==> config.mk <==
export PLATFORM = sky130hd
export DESIGN_NAME = palette_cycler
export DESIGN_NICKNAME = d
export VERILOG_FILES = /design/src/rtl/palette_cycler.sv
export SDC_FILE = /design/constraint.sdc
export NUM_CORES = 1
export LEC_CHECK = 0
export CORE_MARGIN = 2
export CORE_UTILIZATION = 51
export CTS_BUF_LIST = sky130_fd_sc_hd__clkbuf_8
export DETAILED_ROUTE_END_ITERATION = 10
export PLACE_DENSITY = 0.8
export SLEW_MARGIN = 20
export SYNTH_ARGS = -nofsm -noshare
export SYNTH_HDL_FRONTEND = slang
export SYNTH_SLANG_ARGS = --single-unit
==> constraint.sdc <==
create_clock -name clk -period 2.6 [get_ports clk]
set_clock_uncertainty 0.05 [all_clocks]
set_input_delay 0.26 -clock clk [delete_from_list [all_inputs] [get_ports clk]]
set_output_delay 0.26 -clock clk [all_outputs]
set_load 0.02 [all_outputs]
==> src/rtl/palette_cycler.sv <==
// -----------------------------------------------------------------------------
// palette_cycler
//   A writable colour palette with hardware colour cycling. After reset the
//   palette loads a grey ramp, one entry per cycle, while busy is high. After
//   that the host may rewrite entries. Reads are indexed logically: the
//   physical entry is (rd_addr + offset) mod N. The offset rotates by one every
//   cycle_div+1 frame ticks while cycle_en is high.
//
// Ports
//   clk, rst            : clock; asynchronous active-high reset
//   wr_en/addr/data     : physical-entry write (ignored while loading)
//   rd_en/rd_addr       : logical-index read request (ignored while loading)
//   rd_data/rd_valid    : registered read result, one cycle after the request
//   frame_tick          : one-cycle pulse per video frame
//   cycle_en/dir/div    : rotation enable, direction (1 = decrement), divider
//   busy                : default-contents load in progress
//   offset              : current rotation offset
// -----------------------------------------------------------------------------
module palette_cycler #(
  parameter int DATA_WIDTH = 24,
  parameter int ADDR_WIDTH = 4,
  parameter int DIV_WIDTH  = 8
) (
  input  logic                  clk,
  input  logic                  rst,
  input  logic                  wr_en,
  input  logic [ADDR_WIDTH-1:0] wr_addr,
  input  logic [DATA_WIDTH-1:0] wr_data,
  input  logic                  rd_en,
  input  logic [ADDR_WIDTH-1:0] rd_addr,
  output logic [DATA_WIDTH-1:0] rd_data,
  output logic                  rd_valid,
  input  logic                  frame_tick,
  input  logic                  cycle_en,
  input  logic                  cycle_dir,
  input  logic [DIV_WIDTH-1:0]  cycle_div,
  output logic                  busy,
  output logic [ADDR_WIDTH-1:0] offset
);

  localparam int N = 1 << ADDR_WIDTH;
  localparam int C = DATA_WIDTH / 3;

  typedef enum logic {ST_INIT, ST_RUN} state_t;

  // Each channel is the index bits repeated MSB-first until C bits are filled.
  // Extra bits are dropped. For 24/4 this gives entry i = 0xiiiiii.
  function automatic logic [DATA_WIDTH-1:0] default_entry(input logic [ADDR_WIDTH-1:0] idx);
    logic [C-1:0] ch;
    ch = '0;
    for (int b = 0; b < C; b++) begin
      ch[C-1-b] = idx[ADDR_WIDTH-1-(b % ADDR_WIDTH)];
    end
    return {ch, ch, ch};
  endfunction

  state_t                state_q, state_d;
  logic [ADDR_WIDTH-1:0] ptr_q, ptr_d;
  logic [DIV_WIDTH-1:0]  div_q, div_d;
  logic [ADDR_WIDTH-1:0] off_q, off_d;
  logic [DATA_WIDTH-1:0] rd_data_q;
  logic                  rd_valid_q, rd_valid_d;

  logic [DATA_WIDTH-1:0] mem_q [N];
  logic                  mem_we;
  logic [ADDR_WIDTH-1:0] mem_waddr;
  logic [DATA_WIDTH-1:0] mem_wdata;
  logic [ADDR_WIDTH-1:0] rd_phys;

  // NOTE: every signal assigned in this block gets a default first, so no
  // path leaves it unassigned and no latch is inferred.
  always_comb begin
    state_d    = state_q;
    ptr_d      = ptr_q;
    div_d      = div_q;
    off_d      = off_q;
    mem_we     = 1'b0;
    mem_waddr  = wr_addr;
    mem_wdata  = wr_data;
    rd_valid_d = 1'b0;
    // The mod N wrap comes from the ADDR_WIDTH-bit sum. The read uses the
    // offset of the request cycle, so a rotating tick in this cycle has no effect.
    rd_phys    = rd_addr + off_q;

    unique case (state_q)
      ST_INIT: begin
        // Host reads, writes and ticks are dropped while the ramp loads.
        mem_we    = 1'b1;
        mem_waddr = ptr_q;
        mem_wdata = default_entry(ptr_q);
        ptr_d     = ptr_q + 1'b1;
        if (&ptr_q) state_d = ST_RUN;
      end
      ST_RUN: begin
        mem_we     = wr_en;
        rd_valid_d = rd_en;
        if (cycle_en && frame_tick) begin
          // The compare is >= so that lowering cycle_div below the current
          // count makes the next tick terminal and does not wait for a wrap.
          if (div_q >= cycle_div) begin
            div_d = '0;
            off_d = cycle_dir ? off_q - 1'b1 : off_q + 1'b1;
          end else begin
            div_d = div_q + 1'b1;
          end
        end
      end
      default: state_d = ST_INIT;
    endcase
  end

  // NOTE: state registers use non-blocking assignments. All of them then
  // update together at the edge, whatever order they are evaluated in.
  always_ff @(posedge clk or posedge rst) begin
    if (rst) begin
      state_q    <= ST_INIT;
      ptr_q      <= '0;
      div_q      <= '0;
      off_q      <= '0;
      rd_valid_q <= 1'b0;
      rd_data_q  <= '0;
    end else begin
      state_q    <= state_d;
      ptr_q      <= ptr_d;
      div_q      <= div_d;
      off_q      <= off_d;
      rd_valid_q <= rd_valid_d;
      // The read samples the array before this edge's write lands, so a
      // same-entry collision returns the old value.
      if (rd_valid_d) rd_data_q <= mem_q[rd_phys];
    end
  end

  // NOTE: the storage array has no reset. The INIT sweep rewrites every entry
  // after each reset, so resetting the array would only add logic.
  always_ff @(posedge clk) begin
    if (mem_we) mem_q[mem_waddr] <= mem_wdata;
  end

  assign rd_data  = rd_data_q;
  assign rd_valid = rd_valid_q;
  assign busy     = (state_q == ST_INIT);
  assign offset   = off_q;

endmodule

==> flow_summary.ini, run 1 <==
[status]
status = finished, violations left
violations = setup timing

[cts]
numCtsBuffers = 61
clock_latency_ps = 600
cts.hold.buffers_added = 0
cts_root_buf = clkbuf_8
cts_sinks = 426
cts_tree = built
ctsHtreeMaxLevel = 2
clkTransAtPathRegs_ps = 60
clk_path_buf_depth = 3

[placed_design]
gp_congestion = 0.8176
dp_hpwl_um = 22690
placed_area_um2 = 18790
place_inst = 1391
io_buffers = 76

[setup_path]
rr_worst_depth = 8
r2r-end = rd_data[3]
worstSetupStartpoint = offset[0]
worstPathRequired_ps = 3010
crit_path_start_kind = flop
critPathCaptureType = flop
arrival_ps = 3060
reg2reg_from = offset[0]
endpoint = rd_data[3]
crit_fanout = 7
rrSetupSlack_ps = -50
crit_type = flop to flop

[global_route]
grt.total_usage_pct = 22.61
grt_pass1_wl_um = 55950
grt_max_degree = 46
grt_pass1_vias = 9247
gr-total-overflow = 0
antenna_found_initial = 0

[finish]
final_nets = 1085
finalCoreUtilization_pct = 61.87
postLayoutCellArea_um2 = 20130
area_delta_synth_final_pct = 19.43
drive_gt1_share_pct = 25.79
insertedDiodeCount = 0
num-fill-cells = 2242
stdcell_count = 1516

[route]
wl_per_cell_um = 25.35
drc_errors = 0
drtIter0Drc = 934
ant_nets = 0
via_count = 9014
drt-total-wl_um = 38440
firstDrtPassIters = 5
viasPerCell = 5.946

[synthesis]
async_flop_share_pct = 9.859
yosys_warnings = 0
avgSynthCellArea_um2 = 19.88
syn-num-nets = 912
yosysSeqAreaShare_pct = 74.64
synth_edf_count = 384
synth_flop_cell = edfxtp_1
synth_area_um2 = 16860
synth-seq-cells = 426
synth_cell_types = 42
synth_cells = 848

[die]
core_area_um2 = 32540
io_pins = 77
start_util_pct = 51.81
die_h_um = 185.8
rows = 66
die_w_um = 185.8
die_area_um2 = 34520

[sta]
min_period_ps = 2652
worst_pin_slew_ps = 1085
setup_violations = 10
hold_slack_ps = 20.60
slew_headroom_pct = 27.51
hold_viol = 0
rsz0062_at_grt = true
slew_viol_final = 0
finalCritPeriodShare_pct = 102.0
setup_ws_ps = -52.42
fmax_mhz = 377.0

[pwr]
total_power_w = 0.02059
p_per_area_nw_per_um2 = 1023
irDropWorstVdd_uv = 876.8
p_leak_nw = 7.083

[job]
drv_cap = 0

[worst_hold_path]
hp-class = primary input to async pin
==> worst max-delay path, stage by stage (launching register included) <==
cell and delay [ps]:
dfrtp_1 400, ha_4 180, fa_4 910, buf_12 180, buf_8 150, buf_4 110, mux4_2 270, mux2i_1 130
o221ai_1 130
==> report_power, final <==
| group | total, W | switching, W | internal (W) |
|---|---|---|---|
| sequential | 0.00808 | 0.000268 | 0.00781 |
| clock | 0.00489 | 0.00239 | 0.00250 |
| combinational | 0.00762 | 0.00358 | 0.00403 |
| total | 0.0206 | 0.00624 | 0.0143 |
==> cells in the mapped netlist (all sizes together), types with 5 or more instances <==
master / instances / share of area (%)
edfxtp: 384 / 68
mux4: 96 / 13
nand2: 90 / 2.0
mux2i: 52 / 3.1
dfrtp: 42 / 6.2
nor2: 25 / 0.60
o221ai: 24 / 1.2
buf: 23 / 0.88
inv: 18 / 0.40
clkbuf: 16 / 0.38
ha: 15 / 1.1
a21oi: 10 / 0.36
nand3: 6 / 0.21
xnor2: 6 / 0.31
xor2: 6 / 0.31
a31oi: 5 / 0.19
==> worst min path at each step <==
stage / start / depth (start not counted) / to / slack, ps
after CTS: rst / 2 / rd_data[0] / 3
after global placement: rd_data[22] / 2 / rd_data[22] / 450
after floorplan: div_q[0] / 1 / div_q[0] / 430
after detailed placement: rd_data[23] / 2 / rd_data[23] / 440
after global routing: rst / 2 / rd_data[2] / 20
final: rst / 2 / rd_data[20] / 20
==> flip-flops by register name, summed over array words and instances (netlist names) <==
register and cells:
offset 4, div_q 8, mem_q 384, rd_data 24, rd_valid 1, ptr_q 4
state_q 1
==> layout make-up <==
class	instances	area (um^2)	area share, %
Multi-Input combinational cell	365	4175	20.74
Clock buffer	68	935.9	4.649
Sequential cell	426	12580	62.50
Inverter	18	67.56	0.3356
Clock inverter	48	226.5	1.125
Timing Repair Buffer	149	1590	7.900
Tap cell	442	553.0	2.747
==> what timing repair did <==
item / CTS / global route
cloned: 1 / 3
buffers inserted: 0 / 6
resized for setup: 1 / 13
endpoints found under the setup margin: 1 / 23
pin swaps: 1 / 7
==> through the flow <==
step	setup TNS, ps	setup WS, ps
6_report	-268.7	-52.42
5_1_grt	-1622	-107.0
4_1_cts	-51.36	-33.79
3_5_place_dp	-5991	-356.9
3_3_place_gp	-5086	-270.8
2_1_floorplan	-33760	-142.7
==> cells by family (layout without fill, tap and decap cells) <==
kind of cell | count (synthesis) | after routing | synth area share, %
DFF | 426 | 426 | 74.64
AOI/OAI and AO/OA | 49 | 49 | 2.234
adders and majority gates | 17 | 17 | 1.351
xor gates and xnor gates | 12 | 12 | 0.6235
buffers and inverters | 57 | 283 | 1.655
muxes | 150 | 150 | 16.07
and+or+nand+nor | 137 | 137 | 3.422
==> metal layers <==
metal	wire [um]	track usage, %	vias up
met1	14740	30.64	4618
met3	3698	4.735	87
li1	-	-	3788
met5	0	0	-
met4	1082	7.843	0
met2	18920	36.92	521
==> cell usage in the layout, fill, tap and decap left out, types with 4 or more instances in the layout <==
cell,instances
dfrtp_1,42
inv_1,45
mux2i_2,4
buf_6,5
xnor2_1,6
buf_12,16
nor2_1,8
clkbuf_8,68
nor2_2,5
clkinv_1,12
ha_1,14
a31oi_1,5
nand2_1,90
nand3_1,5
mux2i_1,46
edfxtp_1,384
mux4_2,96
a21oi_1,9
xor2_1,5
clkdlybuf4s50_1,76
o221ai_1,23
nor2_4,12
buf_4,48
(Power assumes the default switching activity.)
==> run 2: changes to the inputs <==
- CTS_CLUSTER_DIAMETER: default -> 50
==> results of run 2 <==
No change in the layout: final DEF, timing and power equal those of run 1.
